**config.mk**
```make
export PLATFORM = sky130hd
export DESIGN_NAME = four_req_rr_arbiter
export DESIGN_NICKNAME = d
export VERILOG_FILES = /design/src/rtl/four_req_rr_arbiter.sv
export SDC_FILE = /design/constraint.sdc
export NUM_CORES = 1
export LEC_CHECK = 0
export CAP_MARGIN = 15
export CELL_PAD_IN_SITES_DETAIL_PLACEMENT = 1
export CELL_PAD_IN_SITES_GLOBAL_PLACEMENT = 2
export CORE_ASPECT_RATIO = 1.2
export CORE_UTILIZATION = 31
export CTS_CLUSTER_DIAMETER = 80
export DETAILED_ROUTE_END_ITERATION = 8
export PLACE_DENSITY_LB_ADDON = 0.1
export SLEW_MARGIN = 20
export SYNTH_ARGS = -nofsm -noshare
export SYNTH_HDL_FRONTEND = slang
export SYNTH_SLANG_ARGS = --single-unit
```
**constraint.sdc**
```tcl
create_clock -name clk -period 2.53 [get_ports clk]
set_clock_uncertainty 0.2 [all_clocks]
set_input_delay 0.759 -clock clk [delete_from_list [all_inputs] [get_ports clk]]
set_output_delay 0.759 -clock clk [all_outputs]
set_load 0.02 [all_outputs]
```
**src/rtl/four_req_rr_arbiter.sv**
```systemverilog
// Round-robin arbiter sharing one 4:1 mux between four requesters.
//
// Issues a registered one-hot grant and drives the mux select. An owner keeps
// the grant while it requests, but is forced to hand over after HOLD_MAX
// consecutive cycles if anyone else is waiting. Handover to the next waiting
// requester happens on the release edge, with no idle cycle in between.
//
// Ports:
//   clk    in   1  rising-edge clock
//   rst_n  in   1  asynchronous active-low reset
//   req    in   4  request vector, bit i = requester i (mux input d(i+1))
//   gnt    out  4  registered one-hot grant, zero when idle
//   sel    out  2  registered mux select, index of current owner
//   busy   out  1  registered, high while a grant is active
module four_req_rr_arbiter #(
    parameter int unsigned HOLD_MAX = 8  // legal range 1..15
) (
    input  logic       clk,
    input  logic       rst_n,
    input  logic [3:0] req,
    output logic [3:0] gnt,
    output logic [1:0] sel,
    output logic       busy
);

    localparam logic [3:0] HoldLast = 4'(HOLD_MAX - 1);

    typedef enum logic [0:0] {StIdle, StGrant} state_e;

    state_e     state_q, state_d;
    logic [1:0] ptr_q, ptr_d;
    logic [1:0] cur_q, cur_d;
    logic [3:0] hold_q, hold_d;
    logic [3:0] gnt_q, gnt_d;
    logic [1:0] sel_q, sel_d;
    logic       busy_q, busy_d;

    logic [3:0] cur_oh;
    logic [3:0] others;
    logic       owner_done;

    // First set bit of mask, scanning start, start+1, ... modulo 4.
    function automatic logic [1:0] pick(input logic [1:0] start, input logic [3:0] mask);
        logic [1:0] idx;
        logic [1:0] res;
        logic       found;
        res   = start;
        found = 1'b0;
        for (int i = 0; i < 4; i++) begin
            idx = start + 2'(i);
            if (!found && mask[idx]) begin
                res   = idx;
                found = 1'b1;
            end
        end
        return res;
    endfunction

    assign cur_oh = 4'b0001 << cur_q;
    // Current owner is excluded so a re-asserted request cannot win its own handover.
    assign others = req & ~cur_oh;
    assign owner_done = !req[cur_q] || ((hold_q == HoldLast) && (others != 4'b0000));

    always_comb begin
        state_d = state_q;
        ptr_d   = ptr_q;
        cur_d   = cur_q;
        hold_d  = hold_q;

        case (state_q)
            StIdle: begin
                if (req != 4'b0000) begin
                    cur_d   = pick(ptr_q, req);
                    hold_d  = 4'd0;
                    ptr_d   = cur_d + 2'd1;
                    state_d = StGrant;
                end
            end
            StGrant: begin
                if (owner_done) begin
                    if (others != 4'b0000) begin
                        cur_d  = pick(cur_q + 2'd1, others);
                        hold_d = 4'd0;
                        ptr_d  = cur_d + 2'd1;
                    end else begin
                        state_d = StIdle;
                    end
                end else if (hold_q != HoldLast) begin
                    // Saturates so a sole requester can hold indefinitely.
                    hold_d = hold_q + 4'd1;
                end
            end
            default: state_d = StIdle;
        endcase

        // Outputs are registered copies of the next state so they move together.
        if (state_d == StGrant) begin
            gnt_d  = 4'b0001 << cur_d;
            sel_d  = cur_d;
            busy_d = 1'b1;
        end else begin
            gnt_d  = 4'b0000;
            sel_d  = sel_q;
            busy_d = 1'b0;
        end
    end

    always_ff @(posedge clk or negedge rst_n) begin
        if (!rst_n) begin
            state_q <= StIdle;
            ptr_q   <= 2'd0;
            cur_q   <= 2'd0;
            hold_q  <= 4'd0;
            gnt_q   <= 4'b0000;
            sel_q   <= 2'd0;
            busy_q  <= 1'b0;
        end else begin
            state_q <= state_d;
            ptr_q   <= ptr_d;
            cur_q   <= cur_d;
            hold_q  <= hold_d;
            gnt_q   <= gnt_d;
            sel_q   <= sel_d;
            busy_q  <= busy_d;
        end
    end

    assign gnt  = gnt_q;
    assign sel  = sel_q;
    assign busy = busy_q;

endmodule

```
Word-level counts from Yosys, hierarchy flattened. Cells that the tools add are included.

Flip-flop bits (word level): 16. Output and inout port bits: 7. Bits of input ports: 6.

Magnitude comparators: 9. Shift operators: 2. Mux-type cells: 69. Equality and inequality tests: 7. Add/sub/neg operators: 10. Reductions and logical operators: 19. Bitwise operators: 3.

Operators with widths (number): two-way mux 1 bit (34); two-way mux 2 bit (17); < comparator 2 x 3 -> 1 bit, second input constant (9); two-way mux 4 bit (5); binary-select mux 1 bit (select 2 bit) (9); adder 2 x 1 -> 2 bit, second input constant (5); adder 2 bit, second input constant (4); one-hot mux 2 bit (2 select lines) (2); one-hot mux 4 bit (2 select lines) (1); nonzero test 4 bit (2); left shift 1 x 2 -> 4 bit, first input constant (2); logical AND 1 bit (7); logical NOT 1 bit (7); AND reduction 3 bit (2); adder 4 x 1 -> 4 bit, second input constant (1); bitwise AND 4 bit (1); == test 4 x 3 -> 1 bit, second input constant (1); inequality test 2 x 1 -> 1 bit, second input constant (2); inequality test 4 x 3 -> 1 bit, second input constant (1); NOT 4 bit (1); inequality test 3 x 1 -> 1 bit, second input constant (1); inequality test 3 x 2 -> 1 bit, second input constant (1); inequality test 2 bit, second input constant (1); one-hot mux 1 bit (2 select lines) (1); 2 further kinds (2).

Depth between registers and ports, before layout. Gate-level depths: netlist (run 1).

Depth in word-level cells: 32. Mapped depth: 8.

Worst setup path before layout (run 1). OpenSTA, ideal clock, no wires.

Kind: input to register. From: input port req[1]. To: register sel_q[0] (netlist: sel[0]). Cell stages on the path: 6. Data arrival time: 2199 ps. Slack: 6 ps. Data required time: 2205 ps. Buffers on the path: 0. Path through: nor2b_4 or4_4 nand2_4 nor3_2 a311o_1 mux2_4.

Longest elaborated chain between the ends: 28. Elaborated cells between the ends (all ways): 76. Those cells by class: 58 x mux; 1 x bitwise; 17 x reduce/logical.

Ends and longest elaborated chain: start: declaration (RTL line 20) `input logic [3:0] req,`; bitwise AND 4 bit (RTL line 61) `assign others = req & ~cur_oh;`; binary-select mux 1 bit (select 2 bit) (RTL line 51) `if (!found && mask[idx]) begin`; two-way mux 1 bit (implied by the code) (RTL line 51); two-way mux 1 bit (RTL line 51); two-way mux 1 bit (RTL line 81) `if (others != 4'b0000) begin`; two-way mux 1 bit (RTL line 80) `if (owner_done) begin`; two-way mux 1 bit (RTL line 70) `case (state_q)`; logical NOT 1 bit (RTL line 51); (+13 left out); two-way mux 2 bit (RTL line 51); two-way mux 2 bit (RTL line 81); two-way mux 2 bit (RTL line 80); two-way mux 2 bit (RTL line 70); two-way mux 2 bit (RTL line 81); two-way mux 2 bit (RTL line 80); one-hot mux 2 bit (2 select lines) (*) (RTL line 70); net cur_d[0] (RTL line 32) `logic [1:0] cur_q, cur_d;`; end signal: assignment (RTL line 123) `sel_q <= sel_d;`; end: declaration (RTL line 35) `logic [1:0] sel_q, sel_d;`.

Mark *: on every way through the listed nets, which the timed path passes. The rest lies on a longest branch. The select of a mux whose other input is x is not followed. A chain may end at the register's enable or synchronous reset.

Final worst setup path (run 1).
From: input port req[3]. To: register sel_q[0] (netlist: sel[0]).

Same word-level chain as after synthesis.

==> metrics, run 1 <==
Initial Utilization 0.3282; PnR worst setup slack 0.05385 ns; Final Slew Violations 0; Synth Warn # 0; CTS tree built; Via Count 954; placed inst area 1378 um^2; DRC 0; final hold violation count 0; min Tclk post-route 2.476 ns; CTS buffer count 3; IO Port Bufs 12; Reg clk slew, reported paths 0.09 ns; vias per cell 5.242; Synth-to-Final Area Change 43.01%; Hold WC Path Type reg -> reg; # clock sinks 15; final std cell area, no fill 1460 um^2; max cap viols 0; final wirelength 2.579 mm; first-pass GRT wire length 4.367 mm; Req. time, crit path 2.49 ns; largest net degree at the start of global routing 16; Mapped Area 1021 um^2; WP data arrival 2.44 ns; Setup violations, final 0; Met2 Wirelength 1.358 mm; # rows 22; initial antenna violation count 0; pre-CTS setup slack -0.5073 ns; leakage power 0.6551 nW; status completed; Max-slew headroom 0.7470; Startpoint Class input pin; vias in the first global route 996; Max Fanout on Critical Path 4; post-synthesis sequential area ratio 0.3676; synthesized flop and latch total 15; antenna fix cells 0; async set-reset flop share out of synthesis 1.000; Sum Neg Setup Slack 0 ns; RSZ-0062 raised after global routing false; fin crit share 0.9787; width of the die 54.39 um; 1st-iter DRT viols 18; detailed placement HPWL 2.108 mm; core area 3110 um^2; share of post-route cells with drive strength above 1 0.3493; Mapped Cells 104; Max clock buf depth 2; antenna viol nets, final 0; Setup CP Type in -> reg; IO Pins 13; Tot GR Track Use 0.1639; Root Buffer clkbuf_4; pwr/cell area 1233 nW/um^2; placer congestion estimate 0.7632; max frequency 403.9 MHz; DRT Pass-1 Iters 3; Peak VDD IR 0.0008432 V; Worst Tran Pin Value 0.3795 ns; crit path capture type flip-flop; WL met1 1.138 mm; met3 wire length 51 um; flip-flop and latch area 376.6 um^2; remaining global-route overflow 0; highest routed layer met4; die area 3528 um^2; final hold slack 0.3048 ns; Main synth FF type dfrtp_1; Post-layout nets 158; htree depth 1; WL/cell 14.17 um; chip height 64.87 um; Post-synth EDFFs 0; Post-Syn Nets 115; fill count 362; area taken by multi-input logic gates 673.1 um^2; worst skew pair latency 0.27 ns; post-synthesis cell type count 42; Avg Cell Area, Syn 9.817 um^2
[metrics by stage]
stage               utilization  cells  power (mW)
floorplan                     -    104       1.150
CTS                      0.4570    181       1.773
global route             0.4694    182       1.968
finish                   0.4694    182       1.801
detailed placement       0.4429    177       1.606
global placement         0.4429    177       1.586
[report_power, final]
part           internal (mW)  leakage [nW]  switching [mW]
logic                  0.648         0.452           0.588
registers              0.349         0.185          0.0843
clock network         0.0585        0.0177          0.0740
total                   1.06         0.655           0.746
[repair_timing]
action	in CTS	in global routing
setup buffers	0	1
setup endpoints to repair	12	10
pin swaps	1	4
gates resized for setup	9	8
hold buffers	0	0
[layout make-up]
cell class,count,area share
clock buffers,3,0.01542
clock inverters,1,0.003428
inverters,4,0.01028
multi-input cells,84,0.4610
flip-flops and latches,15,0.2579
well taps,36,0.03085
repair buffers,39,0.2211
[registers in the layout, indices dropped and copies added, names as in the netlist]
signal	flops
sel	2
ptr_q	2
cur_q	2
gnt	4
busy	1
hold_q	4
[cells in the mapped netlist (2+ instances only)]
master	count	share of area
nand2_1	8	0.029
inv_1	4	0.015
o22ai_1	2	0.012
nand2b_1	7	0.043
o21a_1	2	0.015
dfrtp_1	15	0.37
nor2b_1	7	0.043
o31ai_1	2	0.015
o211ai_1	2	0.015
mux2_2	2	0.022
o21ai_0	5	0.025
nand3_1	2	0.0098
ha_1	5	0.061
nor4_1	2	0.012
nor2_1	6	0.022
a21oi_1	6	0.029
nor2b_4	2	0.027
[cells in the final DEF, fill, tap and decap left out, types with 2 or more instances in the layout]
cell,Yosys,final
buf_4,0,26
nor2b_4,2,4
o21a_1,2,2
o22ai_1,2,2
o211ai_1,2,2
clkdlybuf4s50_1,0,8
ha_1,5,4
dfrtp_1,15,14
dlygate4sd2_1,0,3
o21ai_0,5,5
nor2b_1,7,5
a21oi_1,6,5
nand3_1,2,2
clkbuf_4,0,3
o31ai_1,2,2
nand2_1,8,8
nor2_1,6,6
mux2_2,2,2
inv_1,4,4
nand2b_1,7,6
[metal layers]
| metal | GRT usage | up-vias |
|---|---|---|
| met5 | 0 | - |
| met4 | 0.03205 | 0 |
| met3 | 0.009390 | 4 |
| met2 | 0.2942 | 12 |
| met1 | 0.2082 | 472 |
| li1 | - | 466 |
[kinds of logic after synthesis]
logic type,share of synthesized area
mux,0.06862
fa+ha+maj,0.06127
simple gates,0.2439
xor+xnor,0.01716
buf+inv,0.01837
compound gates,0.2230
flops,0.3676
[worst max-delay path, cell delays in order]
cell and delay [ns]:
dlygate4sd2_1 0.28, mux4_2 0.54, o21ai_4 0.11, nand2_4 0.08, a311o_1 0.39, mux2_4 0.27
[final timing paths]
kind                           from        end  slack [ns]  cells after the start
setup / recovery             req[3]     sel[0]        0.05                      6
hold / removal               sel[1]     sel[1]        0.30                      1
setup reg to reg           cur_q[1]     sel[0]        0.09                      8
hold reg to reg              sel[1]     sel[1]        0.30                      1
max in group asynchronous     rst_n   cur_q[1]        1.36                      2
min in group asynchronous     rst_n  hold_q[3]        0.59                      2
Power figures use the tool's default switching activity.
==> inputs of run 2 (changes only) <==
--- a/config.mk
+++ b/config.mk
@@ -13,6 +13,7 @@
 export CTS_CLUSTER_DIAMETER = 80
 export DETAILED_ROUTE_END_ITERATION = 8
 export PLACE_DENSITY_LB_ADDON = 0.1
+export RECOVER_POWER = 50
 export SLEW_MARGIN = 20
 export SYNTH_ARGS = -nofsm -noshare
 export SYNTH_HDL_FRONTEND = slang
==> run 2 against run 1 <==
Against the previous run:
- via count is the same
- largest power group unchanged
- combinational power is essentially flat
- final cell count is the same
- clock-buffer cell count is the same
- utilization shrank 0.12 points
- highest routed layer unchanged
- register-to-register slack is essentially flat
==> metrics, run 2 (synthesis results as in run 1) <==
HP Start sel[1]; IO Port Bufs 12; Reg clk slew, reported paths 0.09 ns; core area 3110 um^2; flip-flop and latch area 376.6 um^2; CTS buffer count 3; placer congestion estimate 0.7632; Tot GR Track Use 0.1639; 1st-iter DRT viols 18; detailed placement HPWL 2.108 mm; Layout Cells excl Fill 182; width of the die 54.39 um; Hold WC Path Type reg -> reg; WL/cell 14.16 um; RSZ-0062 raised after global routing false; final hold slack 0.3048 ns; vias in the first global route 996; Peak VDD IR 0.0008432 V; CTS tree built; die area 3528 um^2; max cap viols 0; cts hold-fix bufs 0; pwr/cell area 1232 nW/um^2; leakage power 0.6554 nW; # rows 22; # clock sinks 15; remaining global-route overflow 0; worst skew pair latency 0.27 ns; placed cell count 177; share of post-route cells with drive strength above 1 0.3425; largest net degree at the start of global routing 16; fin crit share 0.9787; Max clock buf depth 2; Synth-to-Final Area Change 42.65%; Post-layout nets 158; commonest non-fill, non-tap cell in the layout buf_4; Setup violations, final 0; first-pass GRT wire length 4.367 mm; initial antenna violation count 0; Worst Setup SP req[3]; Initial Utilization 0.3282; crit path capture type flip-flop; DRT Pass-1 Iters 3; reg2reg start cur_q[1]; max frequency 403.9 MHz; fill count 363; Via Count 954; Root Buffer clkbuf_4; Max-slew headroom 0.4705; min Tclk post-route 2.476 ns; Startpoint Class input pin; final wirelength 2.577 mm; htree depth 1; Worst Tran Pin Value 0.7943 ns; Util after Layout 0.4682; status completed; antenna fix cells 0; Setup CP Type in -> reg; most frequent cells in the layout buf_4, dfrtp_1, nand2_1, nand2b_1, nor2_1; Max Fanout on Critical Path 4; vias per cell 5.242; Req. time, crit path 2.49 ns; area taken by multi-input logic gates 673.1 um^2; DRC 0; IO Pins 13; final hold violation count 0; WP data arrival 2.44 ns; chip height 64.87 um; Final Slew Violations 0; antenna viol nets, final 0
-- run 2: cell count changes in the layout (fill, tap and decap cells not counted), sizes merged --
cell	delta
buf	-1
clkdlybuf4s50	-3
clkbuf	+1
dlygate4sd3	+3
-- run 2: worst paths after layout --
kind                              to  slack (ns)  depth (start not counted)
setup reg to reg              sel[0]        0.09                          8
min in group asynchronous  hold_q[3]        0.87                          2
hold reg to reg               sel[1]        0.30                          1
setup / recovery              sel[0]        0.05                          6
hold / removal                sel[1]        0.30                          1
max in group asynchronous   cur_q[1]        0.72                          2
-- run 2: area by class of cell --
| class | count | area share |
|---|---|---|
| inverter | 4 | 0.01031 |
| multi-input combinational | 84 | 0.4622 |
| timing repair buffer | 39 | 0.2191 |
| tap | 36 | 0.03093 |
| sequential | 15 | 0.2586 |
| clock inverter | 1 | 0.003436 |
| clock buffer | 3 | 0.01546 |
-- run 2: what timing repair did --
action,in CTS,in global routing
resized for setup,9,8
setup endpoints to repair,12,10
pin swaps,1,4
setup buffers,0,1
-- run 2: stage by stage --
stage	instance area, um^2	setup TNS [ns]	worst slack, ns	total power [mW]
4_1_cts	1421	0	0.01193	1.773
5_1_grt	1456	0	0.01282	1.962
6_report	1456	0	0.05385	1.795
3_5_place_dp	1378	-5.747	-0.5073	1.606
2_1_floorplan	1021	0	0.005997	1.150
3_3_place_gp	1378	-5.728	-0.4845	1.586
-- run 2: report_power, final --
group | internal, mW | switching, mW
logic | 0.642 | 0.588
clock network | 0.0585 | 0.0740
registers | 0.349 | 0.0837
total | 1.05 | 0.745
-- run 2: routing by layer --
layer	share of wire	vias to the layer above	track usage	routed length (um)
li1	-	466	-	-
met1	0.44	472	0.2082	1137
met2	0.53	12	0.2942	1358
met3	0.020	4	0.009390	51
met4	0.012	0	0.03205	31
met5	0	-	0	0
-- run 2: critical path, stage by stage --
cell	delay (ns)
dlygate4sd2_1	0.28
mux4_2	0.54
o21ai_4	0.11
nand2_4	0.08
a311o_1	0.39
mux2_4	0.27
==> RTL change (settings of run 1) <==
Make the reset (`rst_n`) synchronous in one clocked block. Comments in the files are not updated.
--- a/src/rtl/four_req_rr_arbiter.sv
+++ b/src/rtl/four_req_rr_arbiter.sv
@@ -106,5 +106,5 @@
     end
 
-    always_ff @(posedge clk or negedge rst_n) begin
+    always_ff @(posedge clk) begin
         if (!rst_n) begin
             state_q <= StIdle;
Formal check against the unedited RTL: differs if rst_n is asserted again (counterexample within 4 cycles, from zero or initial values and one cycle with rst_n low); with rst_n held inactive, the same outputs for 10 cycles.
==> RTL change against run 1 <==
- the run now ends with DRC left
- synthesized cell count is 25% higher
- wire length increased by 22%
- register-to-register slack better by 0.11 ns
- setup slack better by 0.077 ns
- final area up 7.0%
- synthesized area increased by 11%
- sequential cell count unchanged
- sequential power down 28%
- via count rose by 14%
- clock power is 46% higher
- total power shrank 37%
- critical endpoint is now cur_q[1]
- highest routed layer unchanged
==> RTL change: results (changes against run 1) <==
\begin{tabular}{lr}
\hline
Metric & Value \\
\hline
\multicolumn{2}{l}{\textbf{Status}} \\
\quad Run status & finished, violations left (was complete, no violations) \\
\quad Violated checks & DRC \\
\multicolumn{2}{l}{\textbf{Placement}} \\
\quad Placed inst area & 0.00144 mm² (was 0.00138 mm²) \\
\quad Worst setup slack after placement & -0.650 ns (was -0.507 ns) \\
\quad Post-Place Cells & 197 (was 177) \\
\quad Final estimated routing congestion in global placement & 0.854 (was 0.763) \\
\quad HPWL after detailed placement & 2540 µm (was 2110 µm) \\
\multicolumn{2}{l}{\textbf{GRT}} \\
\quad Global-route usage over all layers & 17.4\% (was 16.4\%) \\
\quad Maximum number of pins on one net before global-route repair & 10 (was 16) \\
\quad Vias in the first global route & 1175 (was 996) \\
\multicolumn{2}{l}{\textbf{Logic synthesis}} \\
\quad Complex-gate fraction of the synthesized area & 30.2\% (was 22.3\%) \\
\quad Multiplexer fraction of the synthesized cell area & 2.86\% (was 6.86\%) \\
\quad Primary FF master, synth & dfxtp\_1 (was dfrtp\_1) \\
\quad Proportion of synthesized flip-flops having asynchronous set or reset & 0\% (was 100\%) \\
\quad Post-synthesis share of cell area spent on full adders, half adders and majority gates & 5.51\% (was 6.13\%) \\
\quad Proportion of synthesized chip area in sequential cells & 26.4\% (was 36.8\%) \\
\quad Library cells used by synthesis & 47 (was 42) \\
\quad XOR/XNOR share of the synthesized area & 3.08\% (was 1.72\%) \\
\quad Leading cell types by total area after synthesis & dfxtp\_1 (26\%), ha\_1 (5.5\%), inv\_1 (4.0\%) (was dfrtp\_1 (37\%), ha\_1 (6.1\%), nand2b\_1 (4.3\%)) \\
\quad Number of nets in the synthesized netlist & 141 (was 115) \\
\multicolumn{2}{l}{\textbf{Drt}} \\
\quad Post-route DRC & 7 (was 0) \\
\quad Number of violations reported at the end of detailed-routing iteration 0 & 22 (was 18) \\
\quad Number of search-and-repair iterations in the first detailed-routing pass & 6 (was 3) \\
\quad Routed wire per std cell & 15.5 µm (was 14.2 µm) \\
\quad Via total after detailed routing & 1087 (was 954) \\
\multicolumn{2}{l}{\textbf{STA}} \\
\quad Measured slew at the worst slew-check pin & 0.368 ns (was 0.379 ns) \\
\multicolumn{2}{l}{\textbf{Clocking}} \\
\quad Worst skew pair latency & 0.25 ns (was 0.27 ns) \\
\quad Cell chosen for the clock root & clkbuf\_8 (was clkbuf\_4) \\
\quad Clock-pin slew on the worst setup and hold paths & 0.06 ns (was 0.09 ns) \\
\multicolumn{2}{l}{\textbf{Cells and area}} \\
\quad Final net count & 178 (was 158) \\
\quad Share of post-route cells with drive strength above 1 & 31.9\% (was 34.9\%) \\
\quad Fillers & 410 (was 362) \\
\multicolumn{2}{l}{\textbf{Worst setup path}} \\
\quad Worst-path maximum fanout & 8 (was 4) \\
\quad Arrival time of the worst setup path & 2.34 ns (was 2.44 ns) \\
\multicolumn{2}{l}{\textbf{Power and ir drop}} \\
\quad Highest ir drop seen on vdd & 0.000240 V (was 0.000843 V) \\
\quad Static Leakage & 0.633 nW (was 0.655 nW) \\
\hline
\end{tabular}
==> RTL change: path summary, 6_finish.rpt <==
kind / slack (ns) / depth (start not counted) / end / start
hold reg to reg: 0.29 / 2 / sel[0] / sel[0]
setup / recovery: 0.13 / 9 / cur_q[1] / req[2]
setup reg to reg: 0.20 / 8 / cur_q[1] / cur_q[0]
hold / removal: 0.29 / 2 / sel[0] / sel[0]
==> RTL change: what timing repair did <==
action | CTS | global route
cloned | 0 | 0
endpoints found under the setup margin | 15 | 11
buffers inserted | 2 | 1
gates resized for setup | 17 | 10
pin swaps | 4 | 5
==> RTL change: cell type report <==
| cell class | instances | area [µm²] | area share (%) |
|---|---|---|---|
| Clock inverter | 1 | 5.00 | 0.320 |
| Multi-Input combinational cell | 97 | 812 | 52.0 |
| Sequential cell | 15 | 302 | 19.3 |
| Inverter | 13 | 48.8 | 3.12 |
| Clock buffer | 3 | 41.3 | 2.64 |
| Timing Repair Buffer | 37 | 308 | 19.7 |
| Tap cell | 37 | 46.3 | 2.96 |
==> RTL change: cells by family after synthesis <==
| group | count (synthesis) |
|---|---|
| buffers and inverters | 18 |
| adder cells (fa/ha/maj) | 5 |
| AND/OR/NAND/NOR | 47 |
| AO/OA/AOI/OAI | 39 |
| flip-flops | 15 |
| XOR/XNOR | 4 |
| multiplexers | 2 |
==> RTL change: where the power goes <==
| group | internal [mW] | total, mW | switching (mW) |
|---|---|---|---|
| clock | 0.109 | 0.193 | 0.0839 |
| sequential | 0.276 | 0.312 | 0.0351 |
| combinational | 0.308 | 0.623 | 0.316 |
| total | 0.693 | 1.13 | 0.434 |
==> RTL change: metrics by stage <==
step | hold WS [ns] | util [%]
2_1_floorplan | 0.248 | -
3_3_place_gp | 0.261 | 42.0
3_5_place_dp | 0.287 | 42.0
4_1_cts | 0.298 | 45.3
5_1_grt | 0.313 | 45.6
6_report | 0.290 | 45.6
==> RTL change: per-layer routing <==
metal  global-route usage (%)  wire length, µm  up-vias  share of wire [%]
li1                         -                -      541                  -
met1                     17.4             1290      522                 41
met2                     36.0             1740       18                 55
met3                    0.945               52        6                1.7
met4                     9.15               65        0                2.1
met5                        0                0        -                  0
==> RTL change: critical path, delay by kind of cell <==
family / cells / cell delay [ns]
buf+inv: 3 / 0.45
compound gates: 3 / 0.48
mux: 1 / 0.48
simple gates: 2 / 0.16
